==> src/rtl/average_collector.sv <==
// Captures the 15x8 vertical-average stream into a buffer with a running checksum.
// Random-access read port with one-cycle latency and read-before-write semantics.
module average_collector #(
    parameter int ROWS  = 15,
    parameter int COLS  = 8,
    parameter int WIDTH = 8,
    localparam int CW   = $clog2(COLS),
    localparam int AW   = 4 + CW
) (
    input  logic             clk,
    input  logic             reset,
    input  logic             valid,
    input  logic [WIDTH-1:0] in_data,
    input  logic             clear,
    input  logic             rd_en,
    input  logic [3:0]       rd_row,
    input  logic [CW-1:0]    rd_col,
    output logic [WIDTH-1:0] rd_data,
    output logic             rd_valid,
    output logic             row_done,
    output logic             frame_done,
    output logic [15:0]      checksum,
    output logic             overflow
);

    typedef enum logic {COLLECT, DONE} state_t;

    state_t           state_q, state_d;
    logic [3:0]       row_q, row_d;
    logic [CW-1:0]    col_q, col_d;
    logic [15:0]      sum_q, sum_d;
    logic             ovf_q, ovf_d;
    logic             rdone_q, rdone_d;
    logic [WIDTH-1:0] rdata_q;
    logic             rvalid_q;
    logic             we;

    logic [WIDTH-1:0] mem [ROWS*COLS];

    // COLS is a power of two, so {row, col} is the row-major address
    logic [AW-1:0] wr_addr;
    logic [AW-1:0] rd_addr;
    assign wr_addr = {row_q, col_q};
    assign rd_addr = {rd_row, rd_col};

    always_comb begin
        state_d = state_q;
        row_d   = row_q;
        col_d   = col_q;
        sum_d   = sum_q;
        ovf_d   = ovf_q;
        rdone_d = 1'b0;
        we      = 1'b0;
        if (clear) begin
            state_d = COLLECT;
            row_d   = '0;
            col_d   = '0;
            sum_d   = '0;
            ovf_d   = 1'b0;
        end else if (valid) begin
            unique case (state_q)
                COLLECT: begin
                    we    = 1'b1;
                    sum_d = sum_q + 16'(in_data);
                    if (col_q == CW'(COLS - 1)) begin
                        col_d   = '0;
                        row_d   = row_q + 4'd1;
                        rdone_d = 1'b1;
                        if (row_q == 4'(ROWS - 1)) begin
                            state_d = DONE;
                        end
                    end else begin
                        col_d = col_q + 1'b1;
                    end
                end
                DONE: begin
                    ovf_d = 1'b1;
                end
                default: begin
                    state_d = COLLECT;
                end
            endcase
        end
    end

    always_ff @(posedge clk or negedge reset) begin
        if (!reset) begin
            state_q  <= COLLECT;
            row_q    <= '0;
            col_q    <= '0;
            sum_q    <= '0;
            ovf_q    <= 1'b0;
            rdone_q  <= 1'b0;
            rdata_q  <= '0;
            rvalid_q <= 1'b0;
        end else begin
            state_q  <= state_d;
            row_q    <= row_d;
            col_q    <= col_d;
            sum_q    <= sum_d;
            ovf_q    <= ovf_d;
            rdone_q  <= rdone_d;
            rvalid_q <= rd_en;
            if (rd_en) begin
                rdata_q <= (rd_row < 4'(ROWS)) ? mem[rd_addr] : '0;
            end
        end
    end

    // Buffer has no reset; contents survive reset and clear
    always_ff @(posedge clk) begin
        if (we) begin
            mem[wr_addr] <= in_data;
        end
    end

    assign rd_data    = rdata_q;
    assign rd_valid   = rvalid_q;
    assign row_done   = rdone_q;
    assign frame_done = (state_q == DONE);
    assign checksum   = sum_q;
    assign overflow   = ovf_q;

endmodule

==> config.mk <==
export PLATFORM = sky130hd
export DESIGN_NAME = average_collector
export DESIGN_NICKNAME = d
export VERILOG_FILES = /design/src/rtl/average_collector.sv
export SDC_FILE = /design/constraint.sdc
export NUM_CORES = 1
export LEC_CHECK = 0
export CORE_UTILIZATION = 63
export CTS_CLUSTER_DIAMETER = 150
export DETAILED_ROUTE_END_ITERATION = 12
export DONT_BUFFER_PORTS = 1
export PLACE_DENSITY = 0.76
export SLEW_MARGIN = 20
export SYNTH_ARGS = -nofsm -noshare
export SYNTH_HDL_FRONTEND = slang
export SYNTH_SLANG_ARGS = --single-unit
export TNS_END_PERCENT = 100
==> constraint.sdc <==
create_clock -name clk -period 2.4 [get_ports clk]
set_input_delay 0.6 -clock clk [delete_from_list [all_inputs] [get_ports clk]]
set_output_delay 0.6 -clock clk [all_outputs]
set_load 0.005 [all_outputs]
==> results of run 1 <==
## state kept, by name, summed over array words and instances, names as in the netlist
register    cells
rd_valid        1
row_done        1
mem           960
overflow        1
frame_done      1
col_q           3
checksum       16
row_q           4
rd_data         8
## final cells by class
type | instances | share of cell area
well taps | 837 | 0.0234
clock inverters | 53 | 0.0134
inverters | 16 | 0.00134
repair buffers | 221 | 0.0400
clock buffers | 125 | 0.0586
flip-flops and latches | 995 | 0.663
multi-input cells | 838 | 0.200
## power by group through the flow
stage	Sequential [mW]	Clock, mW	Combinational [mW]
floorplan	19.5	0	1.05
global placement	19.5	0	1.13
detailed placement	19.5	0	1.15
CTS	19.1	15.5	1.20
global route	19.1	16.2	1.29
finish	19.2	15.4	1.24
## layer usage
layer | part of all wire | wire (microns) | vias up
met5 | 0 | 0 | -
met4 | 0.032 | 2970 | 0
met3 | 0.10 | 9200 | 187
met2 | 0.48 | 44500 | 1148
met1 | 0.38 | 35300 | 10700
li1 | - | - | 8429
## stage by stage
stage	std cells	util	hold WS (ps)
3_3_place_gp	2893	0.671	305
3_5_place_dp	2893	0.671	305
2_1_floorplan	1952	-	304
4_1_cts	3084	0.726	-15.6
5_1_grt	3085	0.727	6.22
6_report	3085	0.727	14.1
## how the worst max path moves through the flow
stage,start,to,slack [ps],cells after the start
detailed placement,rd_col[0],rd_data[3],-560,7
finish,rd_col[0],rd_data[3],-150,7
CTS,checksum[0],checksum[10],6,10
global placement,rd_col[0],rd_data[3],-600,7
global route,checksum[0],checksum[6],-9,10
floorplan,rd_col[0],rd_data[6],-100,8
## placed cells by master (no fill, tap or decap), types with 12 or more instances in the layout
cell           Yosys  layout
a22oi_1           22      22
ha_1              14      13
nand2_1           70      70
bufinv_16          0      13
mux4_2           225     225
buf_4             11     200
dlygate4sd3_1      0      13
o22ai_1           12      12
mux2_2            12      12
mux2i_1           79      78
clkinv_1           0      18
nor2_1           162     161
dfrtp_1           35      35
o21ai_0           21      21
clkbuf_1          36      21
edfxtp_1         960     960
a211oi_1          20      16
clkbuf_16          0      99
clkinv_2           0      12
a21oi_1           29      28
nand3_1           27      27
inv_1             14      14
## cell families (layout without fill, tap and decap cells)
group                      count (synthesis)  count (layout)  synth area share
muxes                                    317             317             0.153
adders and majority gates                 15              15           0.00497
DFF                                      995             995             0.757
AOI/OAI and AO/OA                        179             179            0.0315
and+or+nand+nor                          316             316            0.0348
buffers and inverters                    119             415            0.0165
xor gates and xnor gates                  11              11           0.00245
## what timing repair did
| action | 4_1_cts | 5_1_grt |
|---|---|---|
| endpoints found under the setup margin | 2 | 9 |
| hold buffers | 13 | 1 |
| hold endpoints to repair | 56 | 1 |
| gates resized for setup | 3 | 13 |
| pin swaps | 0 | 2 |
==> results by group, run 1 <==
Run status
  • Status: complete, but fails checks
  • Failing checks: setup timing

Power
  • Power share of the sequential group: 0.536
  • Comb pwr share: 0.035
  • Switch Pwr: 6.92 mW
  • Clock share of power: 0.430
  • Power per cell area: 798 nW/um^2
  • Sw frac: 0.194
  • Worst IR drop on VDD: 0.526 mV
  • LEAKAGE: 14.7 nW
  • Total Power: 35.8 mW
  • Internal cell power: 28.8 mW

Placement
  • Post-DP HPWL: 50.0 mm
  • Placed Area: 41400 sq um
  • PortBufs: 0
  • Placer Congestion: 0.864
  • DP Worst Slack: -555 ps

Critical path
  • Top Family by Delay on Critical Path: compound AO/OA/AOI/OAI gates
  • Delay of the slowest critical-path stage: 770 ps
  • Startpoint Class: input pin
  • Crit path buf inv count: 1
  • R2R Path End: rd_data[0]
  • Slowest-stage cell, CP: mux4_2
  • Crit. End Element: flip-flop
  • Cells along the critical path: mux4_2 -> and2_1 -> a211oi_1 -> a2111oi_0 -> buf_4 -> a2111oi_4 -> o21ai_1
  • CP Data Arrival Time: 3070 ps
  • Worst R2R Setup Slack: 90 ps
  • Reg2reg start: mem[18][0]
  • Worst-path maximum fanout: 241
  • R2R depth: 5
  • Critical path class: input pin to flip-flop
  • Worst endpoint required time: 2920 ps

Routing
  • Vias per inst: 6.62
  • DR pass1 iterations: 6
  • ANT nets after route: 0
  • DR WL/cell: 29.8 microns
  • Drt initial violations: 2395
  • Post-route DRC: 0
  • Via count: 20400
  • DRT Wirelength: 91.9 mm

GRT
  • All-Layer GR Usage: 0.298
  • GRT overflow: 0
  • First-pass GRT wire length: 136 mm
  • GR Util met3: 0.0566
  • Most used routing layer: met2
  • Largest net degree at the start of global routing: 242
  • Vias in the first global route: 20800
  • Met1 Use GR: 0.430
  • Met2 usage in global routing: 0.466
  • Initial antenna violation count: 0

Final layout
  • Filler instances: 3390
  • Antenna fix cells: 0
  • Area of the multi-input gates: 8970 sq um
  • Reg area: 29700 sq um
  • # nets final: 2203
  • Post-route cell area: 44800 sq um
  • Synth-to-Final Area Change: 14.2%
  • Fraction of layout cells with a size suffix above 1: 0.269

Yosys
  • Number of synthesized register bits: 995
  • Synthesized area: 39200 sq um
  • Number of warnings issued by yosys: 0
  • Largest area contributor in the netlist: edfxtp_1
  • Mapped Nets: 1987
  • Post-synth top flop: edfxtp_1
  • Post-Syn Area per Cell: 20.1 sq um
  • Mapped Cells: 1952
  • Top cells by area, synth: edfxtp_1, mux4_2, dfrtp_1
  • Post-synth EDFFs: 960
  • Post-synth top area share: 0.735
  • Yosys cell types: 61
  • Most frequent cell after synthesis: edfxtp_1
  • Sequential-to-total area share from yosys stat: 0.757
  • Synth async-reset ratio: 0.0352
  • Post-synth top cells: edfxtp_1, mux4_2, nor2_1, mux2i_1, nand2_1

Die
  • CORE AREA: 61600 sq um
  • Die area: 63300 sq um
  • Rows: 91
  • Io pins: 48
  • Horiz. Die Dim: 252 microns
  • Starting Density: 0.637
  • Die Height: 252 microns

STA
  • Final Hold Fails: 0
  • Max-slew headroom: 0.282
  • Setup Skew: 37.8 ps
  • Fin crit share: 1.06
  • Setup TNS: -601 ps
  • Slew @ Worst Pin: 1080 ps
  • # setup viols final: 7
  • Final Worst Setup Slack: -151 ps
  • Fmax: 392 MHz
  • Crit path time final: 2550 ps
  • Slew Viols, Final: 0

CTS
  • Setup Fix Bufs, Post-CTS: 0
  • CTS max path bufs: 3
  • Clock Sinks: 995
  • CTS clk-pin slew, worst paths: 70 ps
  • CTS tree: built
  • Worst-Skew Late Latency: 660 ps
  • H-Tree Depth: 3
  • Clock root cell: clkbuf_16
  • TritonCTS Buffers: 96

Hold path
  • Hold Path Origin: clear
  • Hold Path Class: input pin to flip-flop
  • Hold EP: checksum[4]
  • Hold Crit Depth: 1

Job
  • Max-Cap Viols: 0
Note: power is estimated with default switching activity, not from simulation.
==> inputs of run 2 (changes only) <==
- CORE_MARGIN: unset -> 2
==> run 2 against run 1 <==
- the flow now finishes without violations
- clock skew fell by 16 ps
- global-route usage fell by 1.2 points
- core utilization is 0.41 points lower
- clock power shrank 6%
- final area decreased by 0.56%
==> results by group, run 2 (synthesis gave the netlist of run 1 again) <==
Routing
  • ANT nets after route: 0 (unchanged)
  • DR pass1 iterations: 5 (-1)
  • DR WL/cell: 28.7 microns (-3.5%)
  • Post-route DRC: 0 (unchanged)
  • Via count: 20400 (-0.020%)
  • Drt initial violations: 2375 (-0.84%)
  • Vias per inst: 6.61 (about the same)
  • DRT Wirelength: 88.7 mm (-3.5%)

Final layout
  • Commonest non-fill, non-tap cell in the layout: edfxtp_1
  • Antenna fix cells: 0 (unchanged)
  • Filler instances: 3461 (+2.1%)
  • Post-route cell area: 44600 sq um (-0.56%)
  • Final core utilization: 0.723 (-0.00408)
  • Most frequent cells in the layout: edfxtp_1, mux4_2, buf_4
  • Reg area: 29700 sq um (unchanged)
  • Area of the multi-input gates: 8960 sq um (-0.18%)
  • Reg with most FFs: mem
  • Max reg flops: 960 (unchanged)
  • Fraction of layout cells with a size suffix above 1: 0.265 (-0.00379)
  • # nets final: 2205 (+0.091%)
  • Synth-to-Final Area Change: 13.5%

Critical path
  • Crit. End Element: flip-flop
  • Worst-path maximum fanout: 7 (-97%)
  • Worst endpoint required time: 2770 ps (-150 ps)
  • Top Family by Delay on Critical Path: simple AND/OR/NAND/NOR gates
  • Delay of the slowest critical-path stage: 380 ps (-390 ps)
  • Slowest-stage cell, CP: dfrtp_1
  • CP Data Arrival Time: 2700 ps (-370 ps)
  • Startpoint Class: flip-flop
  • Cells along the critical path: nand2b_1 -> nor3b_2 -> nand2_1 -> buf_4 -> nor2_1 -> buf_4
  • Critical path class: flip-flop to flip-flop
  • Crit path buf inv count: 2 (+1)
  • Cell mode on critical path: buf_4

Hold path
  • Hold Path Class: input pin to flip-flop

CTS
  • Worst-Skew Late Latency: 660 ps (about the same)
  • CTS tree: built
  • Clock root cell: clkbuf_16
  • Clock Sinks: 995 (unchanged)
  • CTS max path bufs: 3 (unchanged)
  • H-Tree Depth: 3 (unchanged)
  • Setup Fix Bufs, Post-CTS: 0 (unchanged)
  • CTS clk-pin slew, worst paths: 60 ps (about the same)
  • TritonCTS Buffers: 96 (unchanged)

Run status
  • Status: completed

STA
  • RSZ-0062 raised after global routing: yes
  • Final Worst Setup Slack: 65.1 ps (+216 ps)
  • Setup Skew: 21.9 ps (-15.9 ps)
  • Fmax: 428 MHz (+9.3%)
  • Crit path time final: 2330 ps (-216 ps)
  • Max-slew headroom: 0.387 (+0.105)
  • Slew @ Worst Pin: 897 ps (-181 ps)
  • # setup viols final: 0 (-7)
  • Final Hold Fails: 0 (unchanged)
  • Fin crit share: 0.973 (-0.0901)
  • Slew Viols, Final: 0 (unchanged)

Power
  • Clock share of power: 0.414 (-0.016)
  • Comb pwr share: 0.035 (about the same)
  • Switch Pwr: 6.87 mW (-0.74%)
  • Internal cell power: 27.8 mW (-3.5%)
  • Power per cell area: 779 nW/um^2 (-2.4%)
  • Worst IR drop on VDD: 0.537 mV (+2.1%)
  • LEAKAGE: 14.6 nW (-0.63%)
  • Sw frac: 0.198 (+0.00438)
  • Power share of the sequential group: 0.551 (+0.015)

Placement
  • Post-DP HPWL: 50.0 mm (about the same)
  • Placed Area: 41300 sq um (-0.13%)
  • DP Worst Slack: -282 ps (+273 ps)
  • PortBufs: 0 (unchanged)
  • Placer Congestion: 0.864 (about the same)

GRT
  • Initial antenna violation count: 0 (unchanged)
  • First-pass GRT wire length: 133 mm (-2.2%)
  • All-Layer GR Usage: 0.286 (-0.0120)
  • Largest net degree at the start of global routing: 242 (unchanged)
  • GRT overflow: 0 (unchanged)
  • Vias in the first global route: 20600 (-0.72%)

Die
  • CORE AREA: 61600 sq um (unchanged)
  • Die Height: 254 microns (+0.79%)
  • Starting Density: 0.637 (unchanged)
  • Rows: 91 (unchanged)
  • Die area: 64300 sq um (+1.6%)
  • Horiz. Die Dim: 254 microns (+0.79%)
  • Io pins: 48 (unchanged)

Job
  • Max-Cap Viols: 0 (unchanged)
run 2: changes by cell type in the layout (fill, tap and decap cells not counted), moves of 2 or more:
cell	previous run	this run
clkinv_2	12	17
buf_12	8	5
clkbuf_8	5	7
a2111oi_0	2	4
bufinv_16	13	4
clkbuf_1	21	23
dlygate4sd3_1	13	17
clkinv_1	18	21
clkinvlp_4	5	1
clkbuf_16	99	97
inv_16	0	2
run 2: timing repair:
action	CTS	global route
hold buffers	16	2
endpoints found under the setup margin	97	142
gates resized for setup	1	11
gates cloned	0	0
hold endpoints to repair	60	1
pin swaps	0	1
run 2: metrics by stage:
step,hold slack [ps],cells,TNS (ps),power [mW]
2_1_floorplan,304,1952,-657,20.5
3_3_place_gp,305,2891,-2320,20.6
3_5_place_dp,305,2891,-8610,20.6
4_1_cts,-18.3,3085,0,34.8
5_1_grt,0.849,3087,-121,35.6
6_report,8.59,3087,0,34.7
run 2: per-layer routing:
| metal | share of wire | global-route usage |
|---|---|---|
| met3 | 0.10 | 0.0576 |
| met2 | 0.48 | 0.439 |
| met1 | 0.39 | 0.421 |
| met5 | 0 | 0 |
| met4 | 0.030 | 0.0977 |
run 2: worst paths after layout:
kind | from | end | slack (ps) | cells after the start
worst min-delay path | clear | checksum[4] | 9 | 1
worst max register to register | frame_done | mem[26][5] | 70 | 6
max in group asynchronous | reset | rd_valid | 1740 | 2
min in group asynchronous | reset | checksum[3] | 430 | 2
worst min register to register | checksum[6] | checksum[6] | 570 | 2
worst max-delay path | frame_done | mem[26][5] | 70 | 6
run 2: power by group through the flow:
stage | Clock [mW] | Combinational [mW] | Sequential [mW]
floorplan | 0 | 1.05 | 19.5
global placement | 0 | 1.11 | 19.5
detailed placement | 0 | 1.13 | 19.5
CTS | 14.5 | 1.18 | 19.1
global route | 15.2 | 1.27 | 19.1
finish | 14.4 | 1.21 | 19.1
run 2: cell type report:
type,instances,area share
sequential,995,0.667
multi-input combinational,838,0.201
tap,837,0.0235
clock inverter,51,0.00879
inverter,16,0.00135
clock buffer,127,0.0586
timing repair buffer,223,0.0399
==> inputs of run 3 (changes only) <==
- CORE_UTILIZATION: 63 -> 35
- PLACE_DENSITY: 0.76 -> 0.46
==> run 3 against run 2 <==
- the flow now finishes with violations (setup timing)
- global-route usage decreased by 11 points
- routed wire length increased by 16%
- combinational power increased by 7%
- register-to-register slack improved by 40 ps
- final area increased by 3.6%
- flip-flop and latch count unchanged
- worst hold slack improved by 51 ps
- critical path depth decreased by 1
- total power increased by 5.5%
- largest power group unchanged
==> results by group, run 3 (synthesis gave the netlist of run 1 again) <==
Run status
  • Status: complete, but fails checks
  • Failing checks: setup timing

CTS
  • Clock root cell: clkbuf_16
  • Clock Sinks: 995 (unchanged)
  • CTS clk-pin slew, worst paths: 60 ps (about the same)
  • Setup Fix Bufs, Post-CTS: 0 (unchanged)
  • CTS max path bufs: 3 (unchanged)
  • TritonCTS Buffers: 108 (+13%)
  • CTS tree: built
  • Worst-Skew Late Latency: 680 ps (+20 ps)
  • H-Tree Depth: 3 (unchanged)

Final layout
  • Area of the multi-input gates: 8950 sq um (about the same)
  • Commonest non-fill, non-tap cell in the layout: edfxtp_1
  • Fraction of layout cells with a size suffix above 1: 0.282 (+0.0176)
  • Post-route cell area: 46100 sq um (+3.6%)
  • Filler instances: 9879 (+190%)
  • Reg area: 29700 sq um (unchanged)
  • Reg with most FFs: mem
  • # nets final: 2254 (+2.2%)
  • Max reg flops: 960 (unchanged)
  • Synth-to-Final Area Change: 17.6%
  • Most frequent cells in the layout: edfxtp_1, buf_4, mux4_2

GRT
  • Largest net degree at the start of global routing: 242 (unchanged)
  • GRT overflow: 0 (unchanged)
  • Initial antenna violation count: 1 (+1)
  • First-pass GRT wire length: 149 mm (+12%)
  • Vias in the first global route: 20500 (-0.45%)
  • All-Layer GR Usage: 0.178 (-0.109)

Routing
  • Via count: 19800 (-2.9%)
  • DRT Wirelength: 102 mm (+16%)
  • ANT nets after route: 0 (unchanged)
  • DR WL/cell: 26.9 microns (-6.2%)
  • Vias per inst: 5.21 (-21%)
  • DR pass1 iterations: 5 (unchanged)
  • Post-route DRC: 0 (unchanged)
  • Drt initial violations: 1603 (-33%)

Hold path
  • Hold Path Origin: in_data[6]
  • Hold Path Class: input pin to flip-flop
  • Hold EP: mem[81][6]
  • Hold Crit Depth: 0 (-1)

Die
  • Io pins: 48 (unchanged)
  • Die area: 115000 sq um (+79%)
  • CORE AREA: 111000 sq um (+80%)
  • Die Height: 339 microns (+34%)
  • Rows: 122 (+34%)
  • Starting Density: 0.354 (-0.283)
  • Horiz. Die Dim: 339 microns (+34%)

STA
  • Setup TNS: -165 ps (-165 ps)
  • Final Hold Fails: 0 (unchanged)
  • Fin crit share: 1.04 (+0.0622)
  • Slew Viols, Final: 0 (unchanged)
  • Max-slew headroom: 0.321 (-0.0660)
  • Final Worst Setup Slack: -84.3 ps (-149 ps)
  • Setup Skew: 19.4 ps (-2.51 ps)
  • Fmax: 403 MHz (-6.0%)
  • # setup viols final: 3 (+3)
  • Crit path time final: 2480 ps (+149 ps)
  • Slew @ Worst Pin: 1020 ps (+122 ps)
  • RSZ-0062 raised after global routing: no

Critical path
  • Worst-path maximum fanout: 241 (+234)
  • Critical path startpoint: rd_col[0]
  • R2R Path End: rd_data[1]
  • Slowest-stage cell, CP: mux4_2
  • Critical path class: input pin to flip-flop
  • Crit. End Element: flip-flop
  • R2R depth: 6 (unchanged)
  • Worst endpoint required time: 2970 ps (+200 ps)
  • Delay of the slowest critical-path stage: 790 ps (+410 ps)
  • CP Data Arrival Time: 3050 ps (+350 ps)
  • Cells along the critical path: mux4_2 -> mux4_2 -> o22ai_1 -> nor2_1 -> a221o_1
  • Startpoint Class: input pin
  • Worst R2R Setup Slack: 110 ps (+40 ps)
  • Cell mode on critical path: mux4_2
  • Reg2reg start: mem[103][1]

Power
  • Power share of the sequential group: 0.523 (-0.028)
  • Sw frac: 0.204 (+0.00622)
  • Comb pwr share: 0.036 (about the same)
  • Total Power: 36.6 mW (+5.5%)
  • Switch Pwr: 7.48 mW (+8.8%)
  • Power per cell area: 794 nW/um^2 (+1.9%)
  • Worst IR drop on VDD: 0.536 mV (-0.13%)
  • LEAKAGE: 15.1 nW (+2.9%)
  • Internal cell power: 29.1 mW (+4.7%)
  • Clock share of power: 0.441 (+0.027)

Job
  • Max-Cap Viols: 0 (unchanged)

Placement
  • Placer Congestion: 0.762 (-12%)
  • Post-DP HPWL: 57.4 mm (+15%)
  • Placed Area: 42500 sq um (+2.9%)
  • PortBufs: 0 (unchanged)
run 3: cell type report:
cell class | instances | area share
tap | 1488 | 0.0403
clock inverter | 70 | 0.0139
sequential | 995 | 0.644
clock buffer | 133 | 0.0606
multi-input combinational | 838 | 0.194
inverter | 16 | 0.00130
antenna | 2 | 0.000108
timing repair buffer | 260 | 0.0461
run 3: power groups by stage:
| stage | sequential [mW] | clock, mW | combinational (mW) |
|---|---|---|---|
| final | 19.2 | 16.2 | 1.30 |
| after global routing | 19.2 | 17.3 | 1.39 |
| after CTS | 19.2 | 16.6 | 1.30 |
| after detailed placement | 19.5 | 0 | 1.23 |
| after global placement | 19.5 | 0 | 1.23 |
| after floorplan | 19.5 | 0 | 1.05 |
run 3: worst max path at each step:
stage / cells after the start / slack [ps] / endpoint
2_1_floorplan: 8 / -100 / rd_data[6]
3_3_place_gp: 7 / -470 / rd_data[3]
3_5_place_dp: 7 / -520 / rd_data[3]
4_1_cts: 10 / 10 / checksum[12]
5_1_grt: 6 / 7 / mem[24][6]
6_report: 5 / -80 / rd_data[4]
run 3: per-stage QoR:
stage               std cells  setup slack, ps  hold WS [ps]   util
finish                   3802            -84.3          59.2  0.416
global route             3800             6.57          9.15  0.416
CTS                      3797             9.89          2.32  0.415
detailed placement       3584             -519           306  0.383
global placement         3584             -473           306  0.383
floorplan                1952            -98.4           304      -
run 3: routing by layer:
metal,track usage,share of wire,vias up
li1,-,-,8583
met2,0.285,0.48,425
met1,0.253,0.46,10700
met5,0,0,-
met4,0.0367,0.019,0
met3,0.0329,0.046,124
run 3: timing repair:
action / in CTS / in global routing
setup endpoints to repair: 4 / 109
endpoints found under the hold margin: 119 / 5
resized for setup: 2 / 10
hold buffers: 10 / 3
pin swaps: 0 / 4
run 3: worst max-delay path: cells and delay by family:
family           cells  cell delay (ps)
AO/OA/AOI/OAI        2              590
multiplexers         2             1300
AND/OR/NAND/NOR      1               80
